### config.mk
export PLATFORM = sky130hd
export DESIGN_NAME = adc_average_multi
export DESIGN_NICKNAME = d
export VERILOG_FILES = /design/src/rtl/adc_average_multi.sv
export SDC_FILE = /design/constraint.sdc
export NUM_CORES = 1
export LEC_CHECK = 0
export CORE_MARGIN = 5
export CORE_UTILIZATION = 52
export DETAILED_ROUTE_END_ITERATION = 10
export DONT_BUFFER_PORTS = 1
export GPL_ROUTABILITY_DRIVEN = 1
export PLACE_DENSITY = 0.72
export SYNTH_ARGS = -nofsm -noshare
export SYNTH_HDL_FRONTEND = slang
export SYNTH_SLANG_ARGS = --single-unit
### constraint.sdc
create_clock -name ADC_CLK -period 7.37 [get_ports ADC_CLK]
set_input_delay 1.474 -clock ADC_CLK [delete_from_list [all_inputs] [get_ports ADC_CLK]]
set_output_delay 1.474 -clock ADC_CLK [all_outputs]
set_load 0.05 [all_outputs]
### src/rtl/adc_average_multi.sv
// adc_average_multi
//   Multi-channel boxcar averager in the ADC_CLK domain. It sums 2^L
//   consecutive samples on every channel in parallel and emits a rounded
//   mean per channel. The mean rounds half-up, toward +inf. L is latched
//   when a run starts. Runs are one-shot, or gap-free when CONT is held.
//
// Ports
//   ADC_CLK      sole clock, rising edge
//   RST          synchronous active-high reset
//   ADC_DATA_IN  packed samples, channel c at [c*ADC_WIDTH +: ADC_WIDTH]
//   DATA_SIGNED  1 = two's complement samples; latched at run start
//   LOG2_N_IN    requested L; latched at run start, clamped to MAX_LOG2_N
//   START        level; sampled only while idle
//   CONT         continuous request; sampled at each window end
//   AVE_OUT      registered per-channel mean, same packing as ADC_DATA_IN
//   DONE         one-cycle pulse when AVE_OUT is newly valid
//   BUSY         high while accumulating
module adc_average_multi #(
  parameter int ADC_WIDTH  = 12,
  parameter int NUM_CH     = 2,
  parameter int MAX_LOG2_N = 10,
  parameter int LOG2_WIDTH = 4
) (
  input  logic                          ADC_CLK,
  input  logic                          RST,
  input  logic [NUM_CH*ADC_WIDTH-1:0]   ADC_DATA_IN,
  input  logic                          DATA_SIGNED,
  input  logic [LOG2_WIDTH-1:0]         LOG2_N_IN,
  input  logic                          START,
  input  logic                          CONT,
  output logic [NUM_CH*ADC_WIDTH-1:0]   AVE_OUT,
  output logic                          DONE,
  output logic                          BUSY
);

  localparam int AW = ADC_WIDTH + MAX_LOG2_N + 1;
  localparam int CW = MAX_LOG2_N;

  typedef enum logic {S_IDLE, S_ACCUM} state_t;

  state_t                  state;
  logic [LOG2_WIDTH-1:0]   lat_l;
  logic                    lat_signed;
  logic [CW-1:0]           cnt;
  logic [CW-1:0]           cnt_last;
  logic [AW-1:0]           acc [NUM_CH];

  logic [LOG2_WIDTH-1:0]   l_clamp;
  logic [CW-1:0]           last_next;
  logic [AW-1:0]           half;
  logic                    win_end;
  logic [ADC_WIDTH-1:0]    smp [NUM_CH];
  logic [AW-1:0]           ext [NUM_CH];
  logic [AW-1:0]           sum [NUM_CH];
  logic [AW-1:0]           rnd [NUM_CH];
  logic [NUM_CH*ADC_WIDTH-1:0] ave_next;

  always_comb begin
    l_clamp = (LOG2_N_IN > LOG2_WIDTH'(MAX_LOG2_N)) ? LOG2_WIDTH'(MAX_LOG2_N)
                                                    : LOG2_N_IN;
    // Terminal count 2^L-1 is precomputed at run start so the window-end
    // compare is a plain equality.
    last_next = CW'((32'd1 << l_clamp) - 32'd1);
    half = '0;
    if (lat_l != '0) half = AW'(1) << (lat_l - LOG2_WIDTH'(1));
    win_end  = (cnt == cnt_last);
    ave_next = '0;
    for (int unsigned c = 0; c < NUM_CH; c++) begin
      smp[c] = ADC_DATA_IN[c*ADC_WIDTH +: ADC_WIDTH];
      ext[c] = lat_signed ? {{(AW-ADC_WIDTH){smp[c][ADC_WIDTH-1]}}, smp[c]}
                          : {{(AW-ADC_WIDTH){1'b0}}, smp[c]};
      // First sample of a window replaces the stale sum instead of adding.
      sum[c] = ((cnt == '0) ? '0 : acc[c]) + ext[c];
      rnd[c] = sum[c] + half;
      // Separate branches keep the arithmetic shift in a signed context.
      if (lat_signed)
        ave_next[c*ADC_WIDTH +: ADC_WIDTH] = ADC_WIDTH'($signed(rnd[c]) >>> lat_l);
      else
        ave_next[c*ADC_WIDTH +: ADC_WIDTH] = ADC_WIDTH'(rnd[c] >> lat_l);
    end
  end

  always_ff @(posedge ADC_CLK) begin
    if (RST) begin
      state      <= S_IDLE;
      lat_l      <= '0;
      lat_signed <= 1'b0;
      cnt        <= '0;
      cnt_last   <= '0;
      for (int unsigned c = 0; c < NUM_CH; c++) acc[c] <= '0;
      AVE_OUT    <= '0;
      DONE       <= 1'b0;
      BUSY       <= 1'b0;
    end else begin
      DONE <= 1'b0;
      case (state)
        S_IDLE: begin
          if (START) begin
            lat_l      <= l_clamp;
            lat_signed <= DATA_SIGNED;
            cnt_last   <= last_next;
            cnt        <= '0;
            state      <= S_ACCUM;
            BUSY       <= 1'b1;
          end
        end
        S_ACCUM: begin
          for (int unsigned c = 0; c < NUM_CH; c++) acc[c] <= sum[c];
          if (win_end) begin
            AVE_OUT <= ave_next;
            DONE    <= 1'b1;
            cnt     <= '0;
            if (!CONT) begin
              state <= S_IDLE;
              BUSY  <= 1'b0;
            end
          end else begin
            cnt <= cnt + CW'(1);
          end
        end
        default: begin
          state <= S_IDLE;
          BUSY  <= 1'b0;
        end
      endcase
    end
  end

endmodule

==> impl_metrics.tcl, run 1 <==
set metrics [dict create \
    outcome "finished clean" \
    syn-cell-area_sq_um 11040 \
    netlist_instances 1408 \
    first_pass_iters 6 \
    gp_congestion 0.9892 \
    slew_viol_final 0 \
    viasPerCell 6.662 \
    globalRouteMet3Util_pct 8.155 \
    synth_top_area_share_pct 12.51 \
    finalCritPeriodShare_pct 91.18 \
    multi_input_area_sq_um 8188 \
    diodes 0 \
    holdBufCountCts 0 \
    worstSetupPathType "register to register" \
    setup_ws_ns 0.6500 \
    clk_latency_ns 0.37 \
    ys.warnings.count 0 \
    grt_pass1_wl_um 53270 \
    synth_most_common_cell "nor2_1" \
    grt_use_total_pct 26.84 \
    antenna_found_initial 0 \
    fillers 1999 \
    post-route-drc-count 0 \
    grt_use_met2_pct 38.49 \
    min_period_ns 6.720 \
    die_y_um 155.7 \
    dpl.hpwl_um 24590 \
    finalPower_w 0.001768 \
    use_met1_pct 39.06 \
    crit_path_max_fanout 18 \
    max_clock_freq_mhz 148.8 \
    yosysTopAreaCell "edfxtp_1" \
    fin_area_sq_um 11450 \
    grt_pass1_vias 9986 \
    stdcell_count 1630 \
    ys_seq_area_share_pct 21.76 \
    setup_viol 0 \
    dpl_cell_area_sq_um 11170 \
    synth_cell_type_count 100 \
    cts_tree "built" \
    row_count 53 \
    ys_seq_elements 97 \
    initialDrtViolationCount 1134 \
    clk_pin_slew_ns 0.08 \
    num-nets-final 1462 \
    cts_buffer_depth 2 \
    vdd_drop_max_uv 141.3 \
    cp-start-kind "register" \
    hold_class "register to register" \
    core_sq_um 20960 \
    start_util_pct 52.69 \
    slew_headroom_pct 30.51 \
    synth_flop_cell "dfxtp_1" \
    end_kind "register" \
    dieWidth_um 155.7 \
    grt_max_degree 64 \
    ant_nets 0 \
    dp.cells 1614 \
    post-place-ws_ns 0.7757 \
    port_buffers 0 \
    synthTopCellsByArea "edfxtp_1 (13%), dfxtp_1 (9.2%), ha_1 (8.5%)" \
    avgSynthCellArea_sq_um 7.842 \
    post_cts_resized 0 \
    final_layout_size_suffix_gt1_share_pct 5.904 \
    cts_buffers 9 \
    htree_levels 3 \
    synth_common_cells "nor2_1 (141), nand2_1 (118), a21oi_1 (95)" \
    synth_edf_count 46 \
    p_leak_nw 4.702 \
    regArea_sq_um 2405 \
    gr-total-overflow 0 \
    finalHoldViolations 0 \
    wirelength_um 33190 \
    area_growth_pct 3.728 \
    postCtsSetupRepairBufs 0 \
    max-cap-violations 0 \
    vias 10860 \
    clock-sinks 97 \
    setup_tns_ns 0 \
    synthArstFlopShare_pct 0 \
    dieArea_sq_um 24250 \
    p_per_area_nw_per_um2 154.3 \
    skew_ns 0.01237 \
    rsz0062_at_grt "no" \
    pin_count 59 \
    cp.arrival_ns 6.95 \
    worst_slew_pin_slew_ns 1.040 \
    wl_per_cell_um 20.36 \
    cts_root_buf "clkbuf_16" \
    grt-busiest-layer "met1" \
    required_ns 7.60 \
]
==> flip-flops by register name (all words and copies together) (netlist names) <==
signal / flops
cnt_last: 10
cnt: 10
acc: 46
state: 1
AVE_OUT: 24
lat_l: 3
DONE: 1
BUSY: 1
lat_signed: 1
==> area by class of cell <==
cell class                 count  share of cell area (%)
clock buffer                   9                   1.966
clock inverter                 7                  0.5134
inverter                      36                   1.180
multi-input combinational   1193                   71.49
sequential                    97                   21.00
tap                          275                   3.004
timing repair buffer          13                  0.8521
==> path summary, 6_finish.rpt <==
kind	from	end	slack, ns	depth (start not counted)
min	cnt_last[8]	cnt_last[8]	0.48	2
min reg2reg	cnt_last[8]	cnt_last[8]	0.48	2
max reg2reg	cnt[3]	AVE_OUT[22]	0.65	23
max	cnt[3]	AVE_OUT[22]	0.65	23
==> worst max-delay path, stage by stage, from the launching register on <==
cell	delay (ns)
dfxtp_1	0.40
nor4_1	0.30
nand4b_1	0.67
buf_4	0.47
and2_1	0.18
ha_1	0.36
o211a_1	0.18
o21a_1	0.22
nor2_1	0.07
o21ai_0	0.26
nand2_1	0.09
o31ai_1	0.32
a21o_1	0.17
a21oi_1	0.07
xnor2_1	0.16
ha_1	0.49
nand2_1	0.16
or3_1	0.39
nor4_1	0.34
or3_1	0.27
a21o_1	0.17
a31oi_1	0.11
a2111oi_0	0.61
nor4_1	0.10
==> per-stage QoR <==
step                util (%)  hold slack (ns)
floorplan                  -           0.4452
global placement       53.30           0.4600
detailed placement     53.30           0.4698
CTS                    54.66           0.4797
global route           54.66           0.5158
finish                 54.66           0.4776
==> placed cells by master, fill, tap and decap left out, types with 8 or more instances in the layout <==
cell type    n
nor2_1     141
and3_1      14
dfxtp_1     49
xnor2_1     45
o221ai_1     9
a211oi_1    46
a21oi_1     95
o31ai_1     21
nand4_1     11
nor3_1      44
xor2_1      31
nor4_1      15
and2_1      59
nor2b_1     12
o211ai_1    18
a31oi_1     21
a221oi_1    10
o21a_1      12
buf_4       13
ha_1        75
or3_1       11
inv_1       34
edfxtp_1    46
and3b_1     22
mux2i_1     19
o21ai_0     70
clkbuf_16    9
a21o_1      41
o21bai_1     8
nand3_1     36
nand2_1    118
nand2b_1    14
a311oi_1    11
==> cells by family (layout without fill, tap and decap cells) <==
logic type      count (synthesis)  after routing  synth area share, %
buf+inv                       119             65                4.125
mux                            30             30                3.354
simple gates                  539            539                25.28
xor+xnor                       77             77                6.232
flops                          97             97                21.76
fa+ha+maj                      80             80                9.314
other cells                     1              2              0.03396
compound gates                465            465                29.90
==> routing by layer <==
metal	vias to the layer above	wire length, um
met5	-	0
met3	59	3830
met1	5063	15000
li1	5219	-
met4	0	804
met2	518	13550
==> report_power, final <==
part           switching (W)  internal (W)  total, W
registers          0.0000400      0.000599  0.000639
clock network       0.000258      0.000237  0.000495
logic               0.000402      0.000232  0.000634
total               0.000699       0.00107   0.00177
(Power assumes the default switching activity.)
==> run 2: changes to the inputs <==
ABC_CLOCK_PERIOD_IN_PS = 7370   (was not set)
==> results of run 2 <==
Final layout, timing and power as in run 1 (identical DEF).
